**config.mk**
```make
export PLATFORM = sky130hd
export DESIGN_NAME = alu_issue_flat
export DESIGN_NICKNAME = d
export VERILOG_FILES = /design/src/rtl/alu_issue_if.sv /design/src/rtl/alu_issue.sv /design/src/flat_wrapper.sv
export SDC_FILE = /design/constraint.sdc
export NUM_CORES = 1
export LEC_CHECK = 0
export BUFFER_PORTS_ARGS = -buffer_cell sky130_fd_sc_hd__buf_2
export CORE_ASPECT_RATIO = 0.7
export CORE_MARGIN = 4
export CORE_UTILIZATION = 50
export DETAILED_ROUTE_END_ITERATION = 12
export PLACE_DENSITY = 0.86
export SYNTH_ARGS = -nofsm -noshare
export SYNTH_HDL_FRONTEND = slang
export SYNTH_SLANG_ARGS = --single-unit
```
**constraint.sdc**
```tcl
create_clock -name clk_i -period 2.9 [get_ports clk_i]
set_input_delay 0.29 -clock clk_i [delete_from_list [all_inputs] [get_ports clk_i]]
set_output_delay 0.29 -clock clk_i [all_outputs]
set_load 0.005 [all_outputs]
```
**src/rtl/alu_issue_if.sv**
```systemverilog
// Bundle of the request, ALU and result signals of the alu_issue block.
// Valid/ready rule for both channels: a transfer happens on the rising clock edge where valid and ready are both high.
interface alu_issue_if #(
    parameter int DW = 32,
    parameter int TW = 5
);
    logic          in_valid_i;
    logic          in_ready_o;
    logic [2:0]    alu_op_i;
    logic [5:0]    funct_i;
    logic [1:0]    br_type_i;
    logic [DW-1:0] src1_i;
    logic [DW-1:0] src2_i;
    logic [TW-1:0] tag_i;

    logic [DW-1:0] alu_src1_o;
    logic [DW-1:0] alu_src2_o;
    logic [3:0]    alu_ctrl_o;
    logic [DW-1:0] alu_result_i;
    logic          alu_zero_i;

    logic          out_valid_o;
    logic          out_ready_i;
    logic [DW-1:0] res_o;
    logic          zero_o;
    logic          taken_o;
    logic          illegal_o;
    logic [TW-1:0] tag_o;

    logic [1:0]    state_o;

    modport slave (
        input  in_valid_i, alu_op_i, funct_i, br_type_i, src1_i, src2_i, tag_i,
        input  alu_result_i, alu_zero_i, out_ready_i,
        output in_ready_o, alu_src1_o, alu_src2_o, alu_ctrl_o,
        output out_valid_o, res_o, zero_o, taken_o, illegal_o, tag_o, state_o
    );

    modport master (
        output in_valid_i, alu_op_i, funct_i, br_type_i, src1_i, src2_i, tag_i,
        output alu_result_i, alu_zero_i, out_ready_i,
        input  in_ready_o, alu_src1_o, alu_src2_o, alu_ctrl_o,
        input  out_valid_o, res_o, zero_o, taken_o, illegal_o, tag_o, state_o
    );
endinterface

```
**src/rtl/alu_issue.sv**
```systemverilog
// Issue/decode front end for the 32-bit ALU: decodes the control code, registers operands,
// captures result/zero, resolves branch-taken and returns a tagged result.
module alu_issue #(
    parameter int DW = 32,
    parameter int TW = 5
) (
    input  logic        clk_i,
    input  logic        rst_i,
    alu_issue_if.slave  bus
);
    localparam logic [3:0] ALU_AND = 4'd0;
    localparam logic [3:0] ALU_OR  = 4'd1;
    localparam logic [3:0] ALU_ADD = 4'd2;
    localparam logic [3:0] ALU_SUB = 4'd6;
    localparam logic [3:0] ALU_SLT = 4'd7;
    localparam logic [3:0] ALU_NOR = 4'd12;
    localparam logic [3:0] ALU_XOR = 4'd15;

    localparam logic [1:0] BR_BEQ = 2'b01;
    localparam logic [1:0] BR_BNE = 2'b10;

    typedef enum logic [1:0] {
        IDLE = 2'd0,
        EXEC = 2'd1,
        DONE = 2'd2
    } state_t;

    state_t        state;
    logic [DW-1:0] src1_q;
    logic [DW-1:0] src2_q;
    logic [3:0]    ctrl_q;
    logic [1:0]    br_q;
    logic [TW-1:0] tag_q;
    logic          illegal_q;
    logic [DW-1:0] res_q;
    logic          zero_q;
    logic          taken_q;
    logic          out_valid_q;

    logic [3:0]    dec_ctrl;
    logic          dec_illegal;
    logic          ready;
    logic          accept;

    // Undecodable operations still run as ADD; only the illegal flag marks them.
    always_comb begin
        dec_ctrl    = ALU_ADD;
        dec_illegal = 1'b0;
        case (bus.alu_op_i)
            3'b000: dec_ctrl = ALU_ADD;
            3'b001: dec_ctrl = ALU_SUB;
            3'b010: begin
                case (bus.funct_i)
                    6'h20:   dec_ctrl = ALU_ADD;
                    6'h22:   dec_ctrl = ALU_SUB;
                    6'h24:   dec_ctrl = ALU_AND;
                    6'h25:   dec_ctrl = ALU_OR;
                    6'h26:   dec_ctrl = ALU_XOR;
                    6'h27:   dec_ctrl = ALU_NOR;
                    6'h2A:   dec_ctrl = ALU_SLT;
                    default: dec_illegal = 1'b1;
                endcase
            end
            3'b011: dec_ctrl = ALU_AND;
            3'b100: dec_ctrl = ALU_OR;
            3'b101: dec_ctrl = ALU_SLT;
            3'b110: dec_ctrl = ALU_XOR;
            default: dec_illegal = 1'b1;
        endcase
    end

    // Ready is forced low while reset is held; in DONE it follows the consumer so a
    // new request can enter on the same edge the old result leaves.
    assign ready  = rst_i && ((state == IDLE) || ((state == DONE) && bus.out_ready_i));
    assign accept = bus.in_valid_i && ready;

    always_ff @(posedge clk_i or negedge rst_i) begin
        if (!rst_i) begin
            state       <= IDLE;
            src1_q      <= '0;
            src2_q      <= '0;
            ctrl_q      <= '0;
            br_q        <= '0;
            tag_q       <= '0;
            illegal_q   <= 1'b0;
            res_q       <= '0;
            zero_q      <= 1'b0;
            taken_q     <= 1'b0;
            out_valid_q <= 1'b0;
        end else begin
            if (accept) begin
                src1_q    <= bus.src1_i;
                src2_q    <= bus.src2_i;
                ctrl_q    <= dec_ctrl;
                br_q      <= bus.br_type_i;
                tag_q     <= bus.tag_i;
                illegal_q <= dec_illegal;
            end
            case (state)
                IDLE: begin
                    if (accept) begin
                        state <= EXEC;
                    end
                end
                EXEC: begin
                    res_q       <= bus.alu_result_i;
                    zero_q      <= bus.alu_zero_i;
                    taken_q     <= ((br_q == BR_BEQ) && bus.alu_zero_i) ||
                                   ((br_q == BR_BNE) && !bus.alu_zero_i);
                    out_valid_q <= 1'b1;
                    state       <= DONE;
                end
                DONE: begin
                    if (bus.out_ready_i) begin
                        out_valid_q <= 1'b0;
                        state       <= accept ? EXEC : IDLE;
                    end
                end
                default: begin
                    out_valid_q <= 1'b0;
                    state       <= IDLE;
                end
            endcase
        end
    end

    assign bus.in_ready_o  = ready;
    assign bus.alu_src1_o  = src1_q;
    assign bus.alu_src2_o  = src2_q;
    assign bus.alu_ctrl_o  = ctrl_q;
    assign bus.out_valid_o = out_valid_q;
    assign bus.res_o       = res_q;
    assign bus.zero_o      = zero_q;
    assign bus.taken_o     = taken_q;
    assign bus.illegal_o   = illegal_q;
    assign bus.tag_o       = tag_q;
    assign bus.state_o     = state;
endmodule

```
**src/flat_wrapper.sv**
```systemverilog
// flat-port wrapper written by rule: the top's interface ports become plain ports
module alu_issue_flat 
#(
    parameter int DW = 32,
    parameter int TW = 5
)
  (clk_i, rst_i, bus_in_valid_i, bus_alu_op_i, bus_funct_i, bus_br_type_i, bus_src1_i, bus_src2_i, bus_tag_i, bus_alu_result_i, bus_alu_zero_i, bus_out_ready_i, bus_in_ready_o, bus_alu_src1_o, bus_alu_src2_o, bus_alu_ctrl_o, bus_out_valid_o, bus_res_o, bus_zero_o, bus_taken_o, bus_illegal_o, bus_tag_o, bus_state_o);
  alu_issue_if #(.DW(DW), .TW(TW)) bus_i ();
  input  logic clk_i;
  input  logic rst_i;
  input wire logic [$bits(bus_i.in_valid_i)-1:0] bus_in_valid_i;
  input wire logic [$bits(bus_i.alu_op_i)-1:0] bus_alu_op_i;
  input wire logic [$bits(bus_i.funct_i)-1:0] bus_funct_i;
  input wire logic [$bits(bus_i.br_type_i)-1:0] bus_br_type_i;
  input wire logic [$bits(bus_i.src1_i)-1:0] bus_src1_i;
  input wire logic [$bits(bus_i.src2_i)-1:0] bus_src2_i;
  input wire logic [$bits(bus_i.tag_i)-1:0] bus_tag_i;
  input wire logic [$bits(bus_i.alu_result_i)-1:0] bus_alu_result_i;
  input wire logic [$bits(bus_i.alu_zero_i)-1:0] bus_alu_zero_i;
  input wire logic [$bits(bus_i.out_ready_i)-1:0] bus_out_ready_i;
  output wire logic [$bits(bus_i.in_ready_o)-1:0] bus_in_ready_o;
  output wire logic [$bits(bus_i.alu_src1_o)-1:0] bus_alu_src1_o;
  output wire logic [$bits(bus_i.alu_src2_o)-1:0] bus_alu_src2_o;
  output wire logic [$bits(bus_i.alu_ctrl_o)-1:0] bus_alu_ctrl_o;
  output wire logic [$bits(bus_i.out_valid_o)-1:0] bus_out_valid_o;
  output wire logic [$bits(bus_i.res_o)-1:0] bus_res_o;
  output wire logic [$bits(bus_i.zero_o)-1:0] bus_zero_o;
  output wire logic [$bits(bus_i.taken_o)-1:0] bus_taken_o;
  output wire logic [$bits(bus_i.illegal_o)-1:0] bus_illegal_o;
  output wire logic [$bits(bus_i.tag_o)-1:0] bus_tag_o;
  output wire logic [$bits(bus_i.state_o)-1:0] bus_state_o;
  assign bus_i.in_valid_i = bus_in_valid_i;
  assign bus_i.alu_op_i = bus_alu_op_i;
  assign bus_i.funct_i = bus_funct_i;
  assign bus_i.br_type_i = bus_br_type_i;
  assign bus_i.src1_i = bus_src1_i;
  assign bus_i.src2_i = bus_src2_i;
  assign bus_i.tag_i = bus_tag_i;
  assign bus_i.alu_result_i = bus_alu_result_i;
  assign bus_i.alu_zero_i = bus_alu_zero_i;
  assign bus_i.out_ready_i = bus_out_ready_i;
  assign bus_in_ready_o = bus_i.in_ready_o;
  assign bus_alu_src1_o = bus_i.alu_src1_o;
  assign bus_alu_src2_o = bus_i.alu_src2_o;
  assign bus_alu_ctrl_o = bus_i.alu_ctrl_o;
  assign bus_out_valid_o = bus_i.out_valid_o;
  assign bus_res_o = bus_i.res_o;
  assign bus_zero_o = bus_i.zero_o;
  assign bus_taken_o = bus_i.taken_o;
  assign bus_illegal_o = bus_i.illegal_o;
  assign bus_tag_o = bus_i.tag_o;
  assign bus_state_o = bus_i.state_o;
  alu_issue #(.DW(DW), .TW(TW)) u_core (.clk_i(clk_i), .rst_i(rst_i), .bus(bus_i));
endmodule
```
==> metrics <==
Post-synth EDFFs=0; Core ar.=9140 sq um; Critical Path AT=2120 ps; Site Rows=29; Worst Reg-to-Reg Cells=6; Final HPWL DP=9.29 mm; clk slew on worst S/H paths=50 ps; Critical Path Sink Type=flop; Vias/cell=4.84; largest area contributor in the netlist=dfrtp_1; share of the synthesized area in the top cell type=59.9%; top cells by area, synth=dfrtp_1, nand2_1, nand2_2; Tot GR Track Use=24.0%; # nets final=775; synthesized net count=542; clk sink count=113; Longest Clk Path Bufs=2; DIE AREA=11,100 sq um; GRT overflow=0; # diodes=0; RSZ-0062 raised after global routing=false; outcome=complete, no violations; synthesis-to-finish area growth=38.4%; routed len/inst=16.4 um; relative slew slack=49.4%; fill count=662; Hold Fails Final Rpt=0; clock skew=10.7 ps; Max FO, Critical Path=34; leakage power=3.61 nW; Top FF cell, synth=dfrtp_1; TritonCTS clock tree=done; Detail Route Antenna Nets=0; height of the die=89.3 um; 1st-iter DRT viols=228; total power=5.50 mW; drt first pass iters=4; fin cells=794; FF-to-FF Start=u_core.bus.state_o[1]; synth warn=0; share of layout cells above drive strength 1=53.0%; IO Pins=229; Synth Instances=425; Avg Inst Size Synth=11.1 sq um; Synth Register Bits=113; final setup fails=0; Placer Congestion=0.825; initial antenna violation count=0; Power Dens Cells=842 nW/um^2; Worst Path Required=3230 ps; CTS resizes=0; Final Cycle Share=61.7%; placed cells=763; sequential element share of the synthesized area=59.9%; CTS Hold Bufs=0; drt total wl=13.0 mm; Hold Crit Class=input pin to async pin; I/O Buffers=228; CTS H-tree lvls=4; crit path kind=flop to flop; largest net degree at the start of global routing=81; crit start category=flop; DRC=0; clk_lat worst skew=410 ps; Tightest Pin Transition=759 ps; initial core utilization=51.6%; Final min period=1790 ps; Die W=124 um; Vias=3,842; r2r setup slk=1110 ps; count leader, synth=nand2_1; Core Util, Final=71.5%; Post-synth ARST share=100%; top achievable clock speed=0.559 GHz; first-pass GRT wire length=19.9 mm; root buf cell=clkbuf_16; max-cap viol count=0; maximum VDD drop=0.000428 V; Max Slew Vio Count=0; vias in the first global route=4,063; Inserted Clock Buffers=17; commonest cells in the netlist=nand2_1, dfrtp_1, nand2_2; synthesized cell area=4720 sq um; worst reg2reg path endpoint=u_core.bus.alu_src1_o[9]; post-CTS setup buffer count=0; Distinct cells, synth=39; Setup TNS=0 ps
stage by stage:
stage	hold WS (ps)	setup slack [ps]	instance area, sq um
4_1_cts	48.6	1090	6540
2_1_floorplan	-5.59	1600	4720
3_3_place_gp	453	1180	5850
6_report	29.1	1110	6540
5_1_grt	63.6	1030	6540
3_5_place_dp	457	1110	5850
final cells by class:
cell class / count / area [sq um] / share of cell area (%)
inverter: 3 / 13.8 / 0.211
timing repair buffer: 236 / 1230 / 18.8
sequential: 113 / 2830 / 43.3
clock buffer: 21 / 480 / 7.35
clock inverter: 10 / 204 / 3.12
tap: 124 / 155 / 2.37
multi-input combinational: 287 / 1630 / 24.9
worst max-delay path: stages (launching register included):
cell	delay [ps]
dfrtp_1	440
nand2b_4	100
nand4b_1	250
inv_4	490
buf_4	310
nand2_2	70
nand2_1	60
layout by cell type, fill, tap and decap left out, types with 2 or more instances in the layout:
cell       netlist  layout
nand2_1        150     150
nand2_2         69      69
buf_4            1       7
mux2_2          14      14
buf_2            2     227
bufinv_16        0       6
clkbuf_8         0       4
clkbuf_16        0      17
nor2b_1          4       3
a21oi_1          2       2
buf_12           8       2
dfrtp_1        113     113
clkinv_2         0       3
inv_1            2       2
a31oi_1          4       4
mux2_1          19      19
nand2b_1         2       2
o21ai_0          2       2
where the power goes:
group / total, mW / switching, mW / internal (mW)
clock network: 2.38 / 0.688 / 1.69
registers: 2.13 / 0.201 / 1.93
logic: 0.992 / 0.499 / 0.493
flip-flops by register name (all words and copies together) (netlist names), 2 cells and up:
| signal | flops |
|---|---|
| u_core.bus.tag_o | 5 |
| u_core.bus.alu_ctrl_o | 4 |
| u_core.bus.res_o | 32 |
| u_core.bus.alu_src1_o | 32 |
| u_core.bus.alu_src2_o | 32 |
| u_core.bus.state_o | 2 |
| u_core.br_q | 2 |
how the worst max path moves through the flow:
stage                                from                        end  slack, ps
finish              u_core.bus.state_o[1]   u_core.bus.alu_src1_o[9]       1110
global route        u_core.bus.state_o[1]  u_core.bus.alu_src1_o[11]       1030
CTS                 u_core.bus.state_o[1]  u_core.bus.alu_src1_o[11]       1090
detailed placement  u_core.bus.state_o[1]  u_core.bus.alu_src1_o[11]       1110
global placement                    rst_i       u_core.bus.res_o[13]       1180
floorplan           u_core.bus.state_o[0]       u_core.bus.res_o[16]       1600
routing by layer:
layer  wire length [um]  up-vias  GRT usage, %
li1                   -     1811             -
met1               4930     1821          26.9
met2               6630      173          41.5
met3               1080       37          8.03
met4                386        0          11.8
met5                  0        -             0
kinds of logic (layout without fill, tap and decap cells):
family	after synthesis	count (layout)	synth area share (%)
buffers and inverters	25	270	5.72
AO/OA/AOI/OAI	17	17	2.65
XOR/XNOR	1	1	0.186
flip-flops	113	113	59.9
AND/OR/NAND/NOR	235	235	23.5
multiplexers	34	34	8.08
No activity file was read; power rests on OpenSTA's default activity.
